**src/rtl/mining_pkg.sv**
```systemverilog
// Shared definitions for the golden-nonce reporting path: frame constants,
// reporter FSM encoding and the frame checksum.
package mining_pkg;

   // Every record on the byte stream: header, four nonce bytes, checksum.
   localparam int unsigned FRAME_BYTES = 6;
   localparam logic [7:0] HEADER_DEFAULT = 8'hA5;

   typedef enum logic [2:0] {
      StIdle,
      StHdr,
      StB3,
      StB2,
      StB1,
      StB0,
      StCsum
   } rep_state_e;

   // XOR of the header and the four nonce bytes, MSB first.
   function automatic logic [7:0] frame_csum(input logic [7:0] hdr, input logic [31:0] nonce);
      return hdr ^ nonce[31:24] ^ nonce[23:16] ^ nonce[15:8] ^ nonce[7:0];
   endfunction

endpackage

```
**src/rtl/nonce_result_reporter_if.sv**
```systemverilog
// Hit input and framed byte-stream output of the nonce result reporter.
// master: the environment (miner + consumer); slave: the reporter.
interface nonce_result_reporter_if;

   logic        hit_valid;
   logic [31:0] hit_nonce;
   logic [7:0]  out_data;
   logic        out_valid;
   logic        out_ready;

   modport master (
      output hit_valid,
      output hit_nonce,
      output out_ready,
      input  out_data,
      input  out_valid
   );

   modport slave (
      input  hit_valid,
      input  hit_nonce,
      input  out_ready,
      output out_data,
      output out_valid
   );

endinterface

```
**src/rtl/nonce_fifo.sv**
```systemverilog
// Circular DEPTH x WIDTH FIFO with exact occupancy. Head word is visible on
// rdata_o whenever the FIFO is non-empty. A push while full is only taken
// when a pop happens in the same cycle.
module nonce_fifo #(
   parameter int unsigned DEPTH = 4,
   parameter int unsigned WIDTH = 32
) (
   input  logic                   clk,
   input  logic                   rst_n,
   input  logic                   push_i,
   input  logic [WIDTH-1:0]       wdata_i,
   input  logic                   pop_i,
   output logic [WIDTH-1:0]       rdata_o,
   output logic                   full_o,
   output logic                   empty_o,
   output logic [$clog2(DEPTH):0] level_o
);

   localparam int unsigned PtrW = $clog2(DEPTH);
   localparam int unsigned LvlW = PtrW + 1;

   logic [WIDTH-1:0] mem_q [DEPTH];
   logic [PtrW-1:0]  wr_ptr_q, wr_ptr_d;
   logic [PtrW-1:0]  rd_ptr_q, rd_ptr_d;
   logic [LvlW-1:0]  level_q, level_d;
   logic             wr_en, rd_en;

   assign empty_o = (level_q == '0);
   assign full_o  = (level_q == LvlW'(DEPTH));
   assign rd_en   = pop_i & ~empty_o;
   assign wr_en   = push_i & (~full_o | rd_en);
   assign rdata_o = mem_q[rd_ptr_q];
   assign level_o = level_q;

   // Pointer and level next-state; pointers wrap naturally (DEPTH is a power of two).
   always_comb begin
      wr_ptr_d = wr_ptr_q;
      rd_ptr_d = rd_ptr_q;
      level_d  = level_q;
      if (wr_en) wr_ptr_d = wr_ptr_q + PtrW'(1);
      if (rd_en) rd_ptr_d = rd_ptr_q + PtrW'(1);
      case ({wr_en, rd_en})
         2'b10:   level_d = level_q + LvlW'(1);
         2'b01:   level_d = level_q - LvlW'(1);
         default: level_d = level_q;
      endcase
   end

   // Pointer and level registers.
   always_ff @(posedge clk or negedge rst_n) begin
      if (!rst_n) begin
         wr_ptr_q <= '0;
         rd_ptr_q <= '0;
         level_q  <= '0;
      end else begin
         wr_ptr_q <= wr_ptr_d;
         rd_ptr_q <= rd_ptr_d;
         level_q  <= level_d;
      end
   end

   // Storage needs no reset: entries are only read after being written.
   always_ff @(posedge clk) begin
      if (wr_en) mem_q[wr_ptr_q] <= wdata_i;
   end

endmodule

```
**src/rtl/nonce_result_reporter.sv**
```systemverilog
// Captures golden-nonce hits, drops duplicates of the last accepted nonce,
// buffers them and emits each as a 6-byte frame (header, nonce MSB first,
// checksum) on a valid/ready byte stream. The miner is never stalled:
// hits arriving with no room are dropped and counted.
module nonce_result_reporter
   import mining_pkg::*;
#(
   parameter int unsigned DEPTH  = 4,
   parameter logic [7:0]  HEADER = HEADER_DEFAULT,
   parameter bit          DEDUP  = 1'b1
) (
   input  logic                   clk,
   input  logic                   rst_n,
   nonce_result_reporter_if.slave bus,
   output logic [$clog2(DEPTH):0] fifo_level,
   output logic [7:0]             drop_count,
   output logic                   busy
);

   rep_state_e state_q, state_d;

   logic [31:0] frame_q, frame_d;
   logic [7:0]  csum_q, csum_d;
   logic [31:0] last_q, last_d;
   logic        last_valid_q, last_valid_d;
   logic [7:0]  drop_q, drop_d;

   logic        fifo_push, fifo_pop, fifo_full, fifo_empty;
   logic [31:0] fifo_rdata;
   logic        out_fire, is_dup, hit_new;

   assign out_fire = bus.out_valid & bus.out_ready;

   // Load a new frame whenever idle, or right as the checksum byte leaves, so
   // queued hits go out back-to-back.
   assign fifo_pop = ((state_q == StIdle) | ((state_q == StCsum) & out_fire)) & ~fifo_empty;

   assign is_dup    = DEDUP & last_valid_q & (bus.hit_nonce == last_q);
   assign hit_new   = bus.hit_valid & ~is_dup;
   // A slot freed by this cycle's pop is usable by this cycle's hit.
   assign fifo_push = hit_new & (~fifo_full | fifo_pop);

   nonce_fifo #(
      .DEPTH (DEPTH),
      .WIDTH (32)
   ) u_fifo (
      .clk     (clk),
      .rst_n   (rst_n),
      .push_i  (fifo_push),
      .wdata_i (bus.hit_nonce),
      .pop_i   (fifo_pop),
      .rdata_o (fifo_rdata),
      .full_o  (fifo_full),
      .empty_o (fifo_empty),
      .level_o (fifo_level)
   );

   // FSM state register; reset aborts any frame in flight.
   always_ff @(posedge clk or negedge rst_n) begin
      if (!rst_n) state_q <= StIdle;
      else        state_q <= state_d;
   end

   // FSM next state: each byte state advances only on an accepted byte.
   always_comb begin
      state_d = state_q;
      unique case (state_q)
         StIdle: if (fifo_pop) state_d = StHdr;
         StHdr:  if (out_fire) state_d = StB3;
         StB3:   if (out_fire) state_d = StB2;
         StB2:   if (out_fire) state_d = StB1;
         StB1:   if (out_fire) state_d = StB0;
         StB0:   if (out_fire) state_d = StCsum;
         StCsum: if (out_fire) state_d = fifo_pop ? StHdr : StIdle;
         default: state_d = StIdle;
      endcase
   end

   // FSM outputs: purely state-decoded so out_valid drops with the async reset.
   always_comb begin
      bus.out_valid = (state_q != StIdle);
      bus.out_data  = 8'h00;
      unique case (state_q)
         StHdr:   bus.out_data = HEADER;
         StB3:    bus.out_data = frame_q[31:24];
         StB2:    bus.out_data = frame_q[23:16];
         StB1:    bus.out_data = frame_q[15:8];
         StB0:    bus.out_data = frame_q[7:0];
         StCsum:  bus.out_data = csum_q;
         default: bus.out_data = 8'h00;
      endcase
   end

   // Frame capture, dedup history and saturating drop counter next state.
   always_comb begin
      frame_d      = frame_q;
      csum_d       = csum_q;
      last_d       = last_q;
      last_valid_d = last_valid_q;
      drop_d       = drop_q;
      if (fifo_pop) begin
         frame_d = fifo_rdata;
         csum_d  = frame_csum(HEADER, fifo_rdata);
      end
      if (fifo_push) begin
         last_d       = bus.hit_nonce;
         last_valid_d = 1'b1;
      end else if (hit_new && (drop_q != 8'hFF)) begin
         drop_d = drop_q + 8'd1;
      end
   end

   // Datapath registers.
   always_ff @(posedge clk or negedge rst_n) begin
      if (!rst_n) begin
         frame_q      <= '0;
         csum_q       <= '0;
         last_q       <= '0;
         last_valid_q <= 1'b0;
         drop_q       <= '0;
      end else begin
         frame_q      <= frame_d;
         csum_q       <= csum_d;
         last_q       <= last_d;
         last_valid_q <= last_valid_d;
         drop_q       <= drop_d;
      end
   end

   assign drop_count = drop_q;
   assign busy       = (state_q != StIdle) | ~fifo_empty;

endmodule
```
**src/flat_wrapper.sv**
```systemverilog
// flat-port wrapper written by rule: the top's interface ports become plain ports
module nonce_result_reporter_flat import mining_pkg::*;
#(
   parameter int unsigned DEPTH  = 4,
   parameter logic [7:0]  HEADER = HEADER_DEFAULT,
   parameter bit          DEDUP  = 1'b1
)
  (clk, rst_n, fifo_level, drop_count, busy, bus_hit_valid, bus_hit_nonce, bus_out_ready, bus_out_data, bus_out_valid);
  nonce_result_reporter_if bus_i ();
  input  logic clk;
  input  logic rst_n;
  output logic [$clog2(DEPTH):0] fifo_level;
  output logic [7:0] drop_count;
  output logic busy;
  input wire logic [$bits(bus_i.hit_valid)-1:0] bus_hit_valid;
  input wire logic [$bits(bus_i.hit_nonce)-1:0] bus_hit_nonce;
  input wire logic [$bits(bus_i.out_ready)-1:0] bus_out_ready;
  output wire logic [$bits(bus_i.out_data)-1:0] bus_out_data;
  output wire logic [$bits(bus_i.out_valid)-1:0] bus_out_valid;
  assign bus_i.hit_valid = bus_hit_valid;
  assign bus_i.hit_nonce = bus_hit_nonce;
  assign bus_i.out_ready = bus_out_ready;
  assign bus_out_data = bus_i.out_data;
  assign bus_out_valid = bus_i.out_valid;
  nonce_result_reporter #(.DEPTH(DEPTH), .HEADER(HEADER), .DEDUP(DEDUP)) u_core (.clk(clk), .rst_n(rst_n), .bus(bus_i), .fifo_level(fifo_level), .drop_count(drop_count), .busy(busy));
endmodule
```
**config.mk**
```make
export PLATFORM = sky130hd
export DESIGN_NAME = nonce_result_reporter_flat
export DESIGN_NICKNAME = d
export VERILOG_FILES = /design/src/rtl/mining_pkg.sv /design/src/rtl/nonce_result_reporter_if.sv /design/src/rtl/nonce_fifo.sv /design/src/rtl/nonce_result_reporter.sv /design/src/flat_wrapper.sv
export SDC_FILE = /design/constraint.sdc
export NUM_CORES = 1
export LEC_CHECK = 0
export ABC_AREA = 1
export BUFFER_PORTS_ARGS = -buffer_cell sky130_fd_sc_hd__buf_2
export CAP_MARGIN = 20
export CORE_UTILIZATION = 25
export DETAILED_ROUTE_END_ITERATION = 8
export GPL_TIMING_DRIVEN = 0
export HOLD_SLACK_MARGIN = 0.06
export PLACE_DENSITY = 0.49
export SLEW_MARGIN = 20
export SYNTH_ARGS = -nofsm -noshare
export SYNTH_HDL_FRONTEND = slang
export SYNTH_SLANG_ARGS = --single-unit
```
**constraint.sdc**
```tcl
create_clock -name clk -period 9.6 [get_ports clk]
set_input_delay 0.48 -clock clk [delete_from_list [all_inputs] [get_ports clk]]
set_output_delay 0.48 -clock clk [all_outputs]
set_load 0.005 [all_outputs]
```
# Yosys cells after proc, flatten, opt, wreduce, memory -nomap -nowiden
# Memory sizes are Yosys's and may differ from the RTL's.
# Cells that the tools add are included.
[classes]
eq_ne = 18
muxes = 13
add_sub_neg = 5
reduce_logical = 7
bitwise_logic = 20
[op_table]
columns = ["cell", "count"]
rows = [
  ["8-bit case mux with 6 select lines", 1],
  ["32-bit equality test", 1],
  ["8-bit XOR", 3],
  ["3-bit two-way mux", 7],
  ["3-bit case mux with 7 select lines", 1],
  ["2-bit by 1-bit != test with 1-bit output, second input constant", 7],
  ["3-bit equality test, second input constant", 4],
  ["8-bit by 1-bit adder with 8-bit output, second input constant", 1],
  ["1-bit AND", 8],
  ["8-bit != test, second input constant", 1],
  ["7-bit AND reduction", 1],
  ["3-bit by 2-bit equality test with 1-bit output, second input constant", 2],
  ["3-bit logical NOT", 2],
  ["3-bit case mux with 2 select lines", 1],
  ["2-bit by 1-bit adder with 2-bit output, second input constant", 2],
  ["1-bit inverter", 4],
  ["4-bit inverter", 1],
  ["1-bit OR", 4],
  ["3-bit by 1-bit adder with 3-bit output, second input constant", 1],
  ["3-bit by 1-bit equality test with 1-bit output, second input constant", 1],
  ["1-bit two-way mux", 3],
  ["3-bit nonzero test", 1],
  ["3-bit by 1-bit subtractor with 3-bit output, second input constant", 1],
  ["2-bit by 1-bit equality test with 1-bit output, second input constant", 1],
  ["4 further kinds", 4],
]
[word_totals]
n_memories = 1
out_inout_bits = 21
register_bits = 91
mem_bits_rw = 128
elab_cells = 73
[mem_list]
columns = ["name", "depth", "word_bits", "rd", "rd_ports_with_merged_regs", "write_ports", "line_no", "text"]
rows = [
  ["u_core.u_fifo.mem_q", 4, 32, 1, 0, 1, "nonce_fifo.sv:22", "logic [WIDTH-1:0] mem_q [DEPTH];"],
]

# Logic depth before layout (Yosys ltp)
# Gate-level depths: netlist of the first run.
[depth]
ltp_word = 10
ltp_mapped = 17

# Hierarchy
# Synthesis of the first run repeated with hierarchy kept, for this count alone.
[hier_totals]
hier_cells = 987
area_unflattened_um2 = 10009.6
[modules_own_cells]
columns = ["mod", "cells_per_inst", "area_per_inst_um2", "instances"]
rows = [
  ["nonce_fifo", 405, 5365.1, 1],
  ["nonce_result_reporter", 582, 4644.5, 1],
]

# Worst setup path after synthesis of the first run
# No wires, ideal clock.
[synth_path]
path_kind = "register to register"
start = "register u_core.state_q[1]"
end = "memory u_core.u_fifo.mem_q[0][0], enable pin"
n_path_buf = 1
t_required_ps = 9179
setup_slack_ps = 6506
arrival_ps = 2673
path_stages_with_launch = 9
period_less_slack_ps = 3094
cell_sequence = "dfrtp_1 nor2_1 nand2_1 o21ai_2 nand2_4 nand3_4 nand3_4 buf_6 nor2_1"
[synth_between]
elab_chain_len = 10
[synth_rtl]
columns = ["element", "line_no", "text"]
rows = [
  ["from (decl)", "nonce_result_reporter.sv:20", "rep_state_e state_q, state_d;"],
  ["from (signal assigned)", "nonce_result_reporter.sv:60", "if (!rst_n) state_q <= StIdle;"],
  ["from (signal assigned)", "nonce_result_reporter.sv:61", "else state_q <= state_d;"],
  ["3-bit nonzero test (*)", "nonce_result_reporter.sv:81", "bus.out_valid = (state_q != StIdle);"],
  ["named net bus_out_valid", "flat_wrapper.sv:19", "output wire logic [$bits(bus_i.out_valid)-1:0] bus_out_valid;"],
  ["1-bit AND (*)", "nonce_result_reporter.sv:32", "assign out_fire = bus.out_valid & bus.out_ready;"],
  ["1-bit AND (*)", "nonce_result_reporter.sv:36", "assign fifo_pop = ((state_q == StIdle) | ((state_q == StCsum) & out_fire)) & ~fifo_empty;"],
  ["1-bit OR (*)", "nonce_result_reporter.sv:36", ""],
  ["1-bit AND (*)", "nonce_result_reporter.sv:36", ""],
  ["1-bit OR or 1-bit AND (tied branches)", "nonce_result_reporter.sv:41, nonce_fifo.sv:30", ""],
  ["1-bit AND or 1-bit OR (tied branches)", "nonce_result_reporter.sv:41, nonce_fifo.sv:31", ""],
  ["1-bit AND (*)", "nonce_fifo.sv:31", "assign wr_en = push_i & (~full_o | rd_en);"],
  ["1-bit two-way mux (*)", "nonce_fifo.sv:64", "if (wr_en) mem_q[wr_ptr_q] <= wdata_i;"],
  ["1-bit two-way mux (implied by the code) (*)", "nonce_fifo.sv:64", ""],
  ["to (decl)", "nonce_fifo.sv:22", ""],
]
# Mark *: on every way through the listed nets, which the timed path passes. The rest lies on a longest branch.

# Worst setup path after layout of the first run
[layout_path]
start = "register u_core.u_fifo.level_q[0] (netlist: u_core.u_fifo.level_o[0])"
end = "register u_core.u_fifo.level_q[2] (netlist: u_core.u_fifo.level_o[2])"
[layout_between]
elab_chain_len = 8
[layout_rtl]
columns = ["element", "line_no", "text"]
rows = [
  ["from (decl)", "nonce_fifo.sv:25", "logic [LvlW-1:0] level_q, level_d;"],
  ["from (signal assigned)", "nonce_fifo.sv:58", "level_q <= level_d;"],
  ["3-bit logical NOT", "nonce_fifo.sv:28", "assign empty_o = (level_q == '0);"],
  ["1-bit inverter", "nonce_fifo.sv:30, nonce_result_reporter.sv:36", ""],
  ["1-bit AND", "nonce_result_reporter.sv:36", ""],
  ["1-bit OR or 1-bit AND (tied branches)", "nonce_result_reporter.sv:41, nonce_fifo.sv:30", ""],
  ["1-bit AND or 1-bit OR (tied branches)", "nonce_result_reporter.sv:41, nonce_fifo.sv:31", ""],
  ["1-bit AND", "nonce_fifo.sv:31", ""],
  ["2-bit by 1-bit equality test with 1-bit output or 2-bit equality test (tied branches)", "nonce_fifo.sv:42", "case ({wr_en, rd_en})"],
  ["3-bit case mux with 2 select lines or 2-bit nonzero test (tied branches)", "-", ""],
]
# Parallel ways exist; a longest one is shown, timed or not.
# A chain may end at the register's enable or synchronous reset.

==> results of run 1 <==
layer usage:
metal,vias to the layer above,track usage [%],wire (um)
li1,3500,-,-
met5,-,0,0
met4,0,2.75,504
met3,35,1.70,1040
met1,3336,19.5,13100
met2,143,21.3,12000
cell families after synthesis:
| logic type | count (synthesis) |
|---|---|
| buffers and inverters | 116 |
| DFF | 219 |
| and+or+nand+nor | 552 |
| AOI/OAI and AO/OA | 66 |
| xor gates and xnor gates | 35 |
| adders and majority gates | 7 |
worst max-delay path, stage by stage, from the launching register on:
cell and delay [ns]:
dfrtp_1 0.41, nor2_1 0.24, nand2_1 0.15, nand2_4 0.14, nand3_4 0.23, nand3_4 0.21, buf_6 0.22, ha_1 0.17
inv_1 0.06, fa_1 0.38, a21oi_1 0.15, o21ai_0 0.12, xor2_1 0.15
final cells by class:
cell class | count | share of cell area, %
Sequential cell | 219 | 52.4
Multi-Input combinational cell | 660 | 27.5
Clock buffer | 31 | 5.54
Tap cell | 518 | 5.54
Timing Repair Buffer | 61 | 3.61
Buffer | 46 | 2.37
Inverter | 70 | 2.25
Clock inverter | 14 | 0.824
Yosys cell counts:
cell | count | area, um^2
clkbuf_1 | 14 | 52.6
buf_2 | 17 | 85.1
nor2_1 | 37 | 139
nand4_1 | 50 | 313
nor3_1 | 2 | 10.0
nand2_2 | 1 | 6.26
dfrtp_1 | 91 | 2280
xnor2_1 | 20 | 175
o21ai_0 | 38 | 190
or2_1 | 5 | 31.3
o211ai_2 | 1 | 12.5
ha_1 | 6 | 75.1
a21oi_1 | 7 | 35.0
xor2_1 | 15 | 131
inv_1 | 69 | 259
nand3_4 | 3 | 52.6
a221oi_1 | 2 | 17.5
nand2_1 | 367 | 1380
nand3_1 | 81 | 405
o22ai_1 | 6 | 37.5
o211ai_1 | 1 | 7.51
edfxtp_1 | 128 | 3840
fa_1 | 1 | 20.0
o21ai_1 | 2 | 10.0
a22oi_1 | 2 | 15.0
or2_0 | 2 | 12.5
nor2_8 | 1 | 20.0
buf_6 | 8 | 90.1
a31oi_1 | 1 | 6.26
nand2_4 | 1 | 11.3
a221o_1 | 3 | 30.0
nor3_2 | 1 | 10.0
buf_1 | 1 | 3.75
nor2_2 | 1 | 6.26
o21ai_2 | 1 | 8.76
a22o_1 | 2 | 17.5
inv_2 | 1 | 3.75
buf_4 | 6 | 45.0
through the flow:
stage / instances / setup WS (ns) / utilization, %
after floorplan: 995 / 6.51 / -
after global placement: 1568 / 4.89 / 27.8
after detailed placement: 1573 / 6.48 / 28.2
after CTS: 1619 / 6.78 / 30.2
after global routing: 1619 / 6.61 / 30.2
final: 1619 / 6.83 / 30.2
worst min path at each step:
stage,from,end,slack (ns),cells past startpoint
after detailed placement,rst_n,u_core.csum_q[2],0.39,1
after global routing,bus_hit_nonce[18],u_core.u_fifo.mem_q[1][18],0.22,1
after CTS,bus_hit_nonce[18],u_core.u_fifo.mem_q[1][18],0.21,1
final,bus_hit_nonce[18],u_core.u_fifo.mem_q[1][18],0.22,1
after global placement,u_core.last_valid_q,u_core.last_valid_q,0.43,2
after floorplan,rst_n,u_core.csum_q[0],0.18,0
flip-flops by register name, indices dropped and copies added, names as in the netlist:
name and count:
u_core.csum_q 8, u_core.drop_count 8, u_core.frame_q 32, u_core.last_q 32, u_core.last_valid_q 1, u_core.state_q 3
u_core.u_fifo.level_o 3, u_core.u_fifo.mem_q 128, u_core.u_fifo.rd_ptr_q 2, u_core.u_fifo.wr_ptr_q 2
timing repair:
item                      CTS  global route
hold endpoints to repair   30             0
gates resized for setup     0             0
hold buffers                1             0
report_power, final:
group          leakage (nW)  switching [mW]  internal (mW)
logic                  2.39           0.984          0.507
registers              2.29           0.124           1.28
clock network         0.366           0.376          0.505
layout by cell type, fill, tap and decap left out, drive strengths merged:
master | netlist | layout
o211ai | 2 | 2
a22oi | 2 | 2
clkinv | 0 | 11
dfrtp | 91 | 91
a31oi | 1 | 1
or2 | 7 | 7
xor2 | 15 | 15
edfxtp | 128 | 128
nand4 | 50 | 50
nand2 | 369 | 369
fa | 1 | 1
nor2 | 39 | 39
o21ai | 41 | 41
a21oi | 7 | 7
nand3 | 84 | 84
ha | 6 | 6
o22ai | 6 | 6
a221oi | 2 | 2
nor3 | 3 | 3
a221o | 3 | 3
xnor2 | 20 | 20
dlygate4sd3 | 0 | 1
inv | 70 | 72
bufinv | 0 | 1
clkbuf | 14 | 45
buf | 32 | 92
a22o | 2 | 2
==> flow_summary_export.csv, run 1 <==
group,metric,value,unit
yosys,syn-num-nets,1038,
sta,tightest_slew,0.771,ns
clock_network,clock_latency,0.52,ns
yosys,yosys.area_share.adder,0.966,%
drt,firstDrtPassIters,5,
min_path,min_path_type,"input pin to flip-flop",
cells_and_area,fin_nets,1126,
global_route,grt_usage,13.4,%
clock_network,cts_tree,"done",
sta,setup_tns,0,ns
clock_network,ctsHtreeMaxLevel,1,
global_route,grt_pass1_wl,41600,um
sta,fin_skew,0.0147,ns
yosys,synth_seq_area_share,62.2,%
drt,routedWlPerCell,16.5,um
critical_path,worstRegToRegCells,12,
yosys,synth.distinct_cells,38,
yosys,yosys_warnings,0,
global_route,antenna_found_initial,0,
drt,viasPerCell,4.33,
pwr,powerDensity,323,nW/um^2
cells_and_area,multi_input_area,3210,um^2
clock_network,cts.sinks,219,
yosys,muxShareOfSynthArea,0,%
critical_path,worstPathMaxFanout,10,
critical_path,r2r_slack,6.83,ns
floorplan,ios,57,
yosys,synth_top_family_by_area,"simple AND/OR/NAND/NOR gates",
clock_network,cts-root-buf,"clkbuf_16",
sta,period_share,28.8,%
yosys,synth_xor_area_share,3.11,%
place,hpwl,18700,um
cells_and_area,area_growth,18.7,%
cells_and_area,stdcell_area,11700,um^2
run_status,status,"finished clean",
critical_path,r2r-end,"u_core.u_fifo.level_o[2]",
pwr,irDropWorstVdd,0.135,mV
critical_path,crit_type,"flip-flop to flip-flop",
drt,drc,0,
pwr,p_total,3.78,mW
cells_and_area,fill_cells,4039,
drt,ant_nets,0,
critical_path,worstPathRequired,9.99,ns
place,routabilityCongestion,0.745,
critical_path,setup.worst_path.start_class,"flip-flop",
cells_and_area,ff_latch_area,6120,um^2
sta,grt_setup_unrepaired,"false",
floorplan,std_cell_rows,72,
yosys,yosys.area_share.simple,24.3,%
clock_network,post_cts_buffers,0,
sta,fin_crit,2.77,ns
drt,drt_iter0_markers,359,
yosys,synth_seq_cells,219,
global_route,grt_pass1_vias,6833,
yosys,synth_compound_area_share,3.94,%
sta,slew-limit-headroom,48.3,%
drt,drt_wl_total,26600,um
place,port_buffers,55,
floorplan,core,38700,um^2
floorplan,fp.dieW,200,um
floorplan,die_area,40200,um^2
clock_network,cts_buffer_depth,3,
cells_and_area,layout-drive-gt1-share,12.5,%
floorplan,die_y,200,um
clock_network,numCtsBuffers,25,
floorplan,start_util,25.4,%
critical_path,end_kind,"flip-flop",
critical_path,cp_data_arrival_time,3.15,ns
sta,fmax,361,MHz
flow_run,drv_cap,0,
critical_path,r2r-start,"u_core.u_fifo.level_o[0]",
cells_and_area,num_antenna_cells,0,
yosys,synth_area_per_cell,9.89,um^2
clock_network,clk_pin_slew,0.06,ns
yosys,synth_cells,995,
critical_path,endpoint,"u_core.u_fifo.level_o[2]",
yosys,syn_area,9840,um^2
global_route,globalRouteOverflowTotal,0,
pwr,leakage,5.05,nW
sta,hold_ws,0.222,ns
sta,setup_viol,0,
sta,hold_viol_final,0,
sta,drv_slew,0,
place,placed_area,10900,um^2
drt,dr_total_vias,7014,
critical_path,crit_start,"u_core.u_fifo.level_o[0]",
global_route,grt_max_degree,62,
(Power assumes the default switching activity.)
==> run 2: changes to the inputs <==
--- a/config.mk
+++ b/config.mk
@@ -12,7 +12,7 @@
 export DETAILED_ROUTE_END_ITERATION = 8
 export GPL_TIMING_DRIVEN = 0
 export HOLD_SLACK_MARGIN = 0.06
-export PLACE_DENSITY = 0.49
+export PLACE_DENSITY = 0.51
 export SLEW_MARGIN = 20
 export SYNTH_ARGS = -nofsm -noshare
 export SYNTH_HDL_FRONTEND = slang
==> constraint.sdc (replaced) <==
create_clock -name clk -period 2.5 [get_ports clk]
set_input_delay 0.125 -clock clk [delete_from_list [all_inputs] [get_ports clk]]
set_output_delay 0.125 -clock clk [all_outputs]
set_load 0.005 [all_outputs]
==> run 2 against run 1 <==
Power rose to 4.0 times the previous value. Sequential power rose to 3.8 times the previous value. Design area rose by 4.6%. Sequential share of layout area fell by 2.3 points. Via count rose by 3.0%. Register-to-register slack got worse by 6.7 ns. Clock power rose to 4.1 times the previous value. Routed wire length rose by 0.92%. Critical path depth fell by 2. Flip-flop and latch count did not move. Die area did not move. Utilization rose by 1.4 points. Highest routed layer unchanged.
==> flow_summary_export.csv, run 2 (synthesis results as in run 1) <==
group,metric,value,unit
drt,viasPerCell,4.35,
global_route,grt_pass1_vias,6968,
drt,drc,0,
cells_and_area,multi_input_area,3270,um^2
drt,dr_total_vias,7226,
place,port_buffers,55,
place,placed_area,10900,um^2
cells_and_area,final_util,31.6,%
floorplan,start_util,25.4,%
run_status,status,"finished clean",
place,hpwl,18500,um
cells_and_area,ff_latch_area,6120,um^2
critical_path,setup.worst_path.start_class,"flip-flop",
sta,slew-limit-headroom,48.8,%
sta,fin_skew,0.0147,ns
global_route,grt_max_degree,61,
global_route,globalRouteOverflowTotal,0,
drt,firstDrtPassIters,5,
sta,grt_setup_unrepaired,"true",
cells_and_area,layout-drive-gt1-share,14.7,%
floorplan,core,38700,um^2
sta,fin_crit,2.40,ns
drt,ant_nets,0,
drt,routedWlPerCell,16.2,um
floorplan,die_area,40200,um^2
floorplan,fp.dieW,200,um
floorplan,ios,57,
sta,fmax,417,MHz
place,dp.cells,1573,
cells_and_area,stdcell_area,12200,um^2
sta,layout_setup_ws,0.102,ns
clock_network,ctsHtreeMaxLevel,1,
cells_and_area,mostFrequentLayoutCell,"nand2_1",
sta,period_share,95.9,%
critical_path,path_common_cell,"buf_2",
pwr,irDropWorstVdd,0.546,mV
sta,hold_viol_final,0,
critical_path,cp_data_arrival_time,2.27,ns
cells_and_area,fin_cells,1662,
sta,tightest_slew,0.764,ns
cells_and_area,fill_cells,4023,
global_route,grt_usage,13.3,%
flow_run,drv_cap,0,
cells_and_area,largest-register,"u_core.u_fifo.mem_q",
place,routabilityCongestion,0.785,
clock_network,cts_tree,"done",
drt,drt_iter0_markers,456,
min_path,min_path_type,"input pin to async pin",
critical_path,slowest_stage,"dfrtp_1",
floorplan,std_cell_rows,72,
sta,drv_slew,0,
floorplan,die_y,200,um
critical_path,worstPathRequired,2.38,ns
cells_and_area,largest_reg_flops,128,
cells_and_area,final_cell_mix,"nand2_1 (365), edfxtp_1 (128), dfrtp_1 (90)",
critical_path,end_kind,"output pin",
cells_and_area,num_antenna_cells,0,
sta,setup_viol,0,
clock_network,cts-root-buf,"clkbuf_16",
global_route,grt_pass1_wl,41600,um
critical_path,max_stage_delay,0.36,ns
cells_and_area,fin_nets,1169,
pwr,powerDensity,1220,nW/um^2
critical_path,crit_path_cell_trace,"buf_4, nand2_2, inv_1, nand2_2, o21ai_2, nand2_4, buf_2, buf_2, nand3_1, buf_2",
critical_path,worstPathMaxFanout,10,
place,pre_cts_ws,-0.269,ns
cells_and_area,reg.largest.list,"u_core.u_fifo.mem_q: 128 flops, u_core.frame_q: 32 flops, u_core.last_q: 32 flops",
clock_network,cts.sinks,219,
drt,drt_wl_total,26900,um
pwr,p_total,15.0,mW
clock_network,numCtsBuffers,24,
critical_path,crit_type,"flip-flop to output pin",
pwr,leakage,5.26,nW
global_route,antenna_found_initial,0,
cells_and_area,area_growth,24.2,%
clock_network,cts_buffer_depth,3,
clock_network,clock_latency,0.52,ns
clock_network,clk_pin_slew,0.06,ns
## run 2: cell types whose count changed in the layout (fill, tap and decap cells not counted), moves of 4 or more
| cell | delta |
|---|---|
| nor2_1 | -4 |
| dlygate4sd3_1 | +33 |
| buf_4 | +10 |
| clkinvlp_4 | +5 |
| nor2_2 | +4 |
## run 2: per-layer routing
layer	share of wire (%)	up-vias	track usage, %
li1	-	3587	-
met5	0	-	0
met1	50	3491	19.0
met2	46	114	22.0
met3	2.9	34	1.41
met4	1.7	0	2.48
## run 2: worst paths after layout
path	cells past startpoint	endpoint	start	slack, ns
worst max-delay path	10	busy	u_core.state_q[2]	0.10
worst min register to register	2	u_core.last_valid_q	u_core.last_valid_q	0.45
worst min-delay path	2	u_core.frame_q[10]	rst_n	0.08
min in group clk	3	u_core.last_q[1]	bus_hit_valid	0.14
max in group asynchronous	3	u_core.last_q[18]	rst_n	1.76
worst max register to register	9	u_core.u_fifo.mem_q[3][31]	u_core.state_q[0]	0.11
## run 2: per-stage QoR
step | setup TNS [ns] | hold WS (ns)
after floorplan | -6.71 | -0.171
after global placement | -121.10 | 0.385
after detailed placement | -2.51 | 0.0387
after CTS | 0 | 0.0879
after global routing | -0.147 | 0.116
final | 0 | 0.0753
## run 2: critical path, delay by kind of cell, from the launching register on
family,cells,cell delay [ns]
buffers and inverters,5,0.97
DFF,1,0.36
and+or+nand+nor,4,0.36
AOI/OAI and AO/OA,1,0.07
## run 2: where the power goes
part | internal, mW | switching [mW] | total, mW | leakage [nW]
sequential | 4.93 | 0.488 | 5.41 | 2.29
clock | 2.14 | 1.47 | 3.61 | 0.375
combinational | 2.12 | 3.82 | 5.93 | 2.59
total | 9.18 | 5.78 | 15.0 | 5.26
## run 2: what timing repair did
item	in CTS	in global routing
endpoints found under the setup margin	57	43
hold buffers	34	0
buffers inserted	4	7
gates resized for setup	6	16
endpoints found under the hold margin	254	0
pin swaps	2	15
## run 2: area by class of cell
type | instances | share of cell area, %
plain buffers | 46 | 2.36
clock buffers | 30 | 5.27
clock inverters | 14 | 1.23
inverters | 70 | 2.20
multi-input cells | 660 | 26.8
flip-flops and latches | 219 | 50.1
well taps | 518 | 5.30
repair buffers | 105 | 6.77
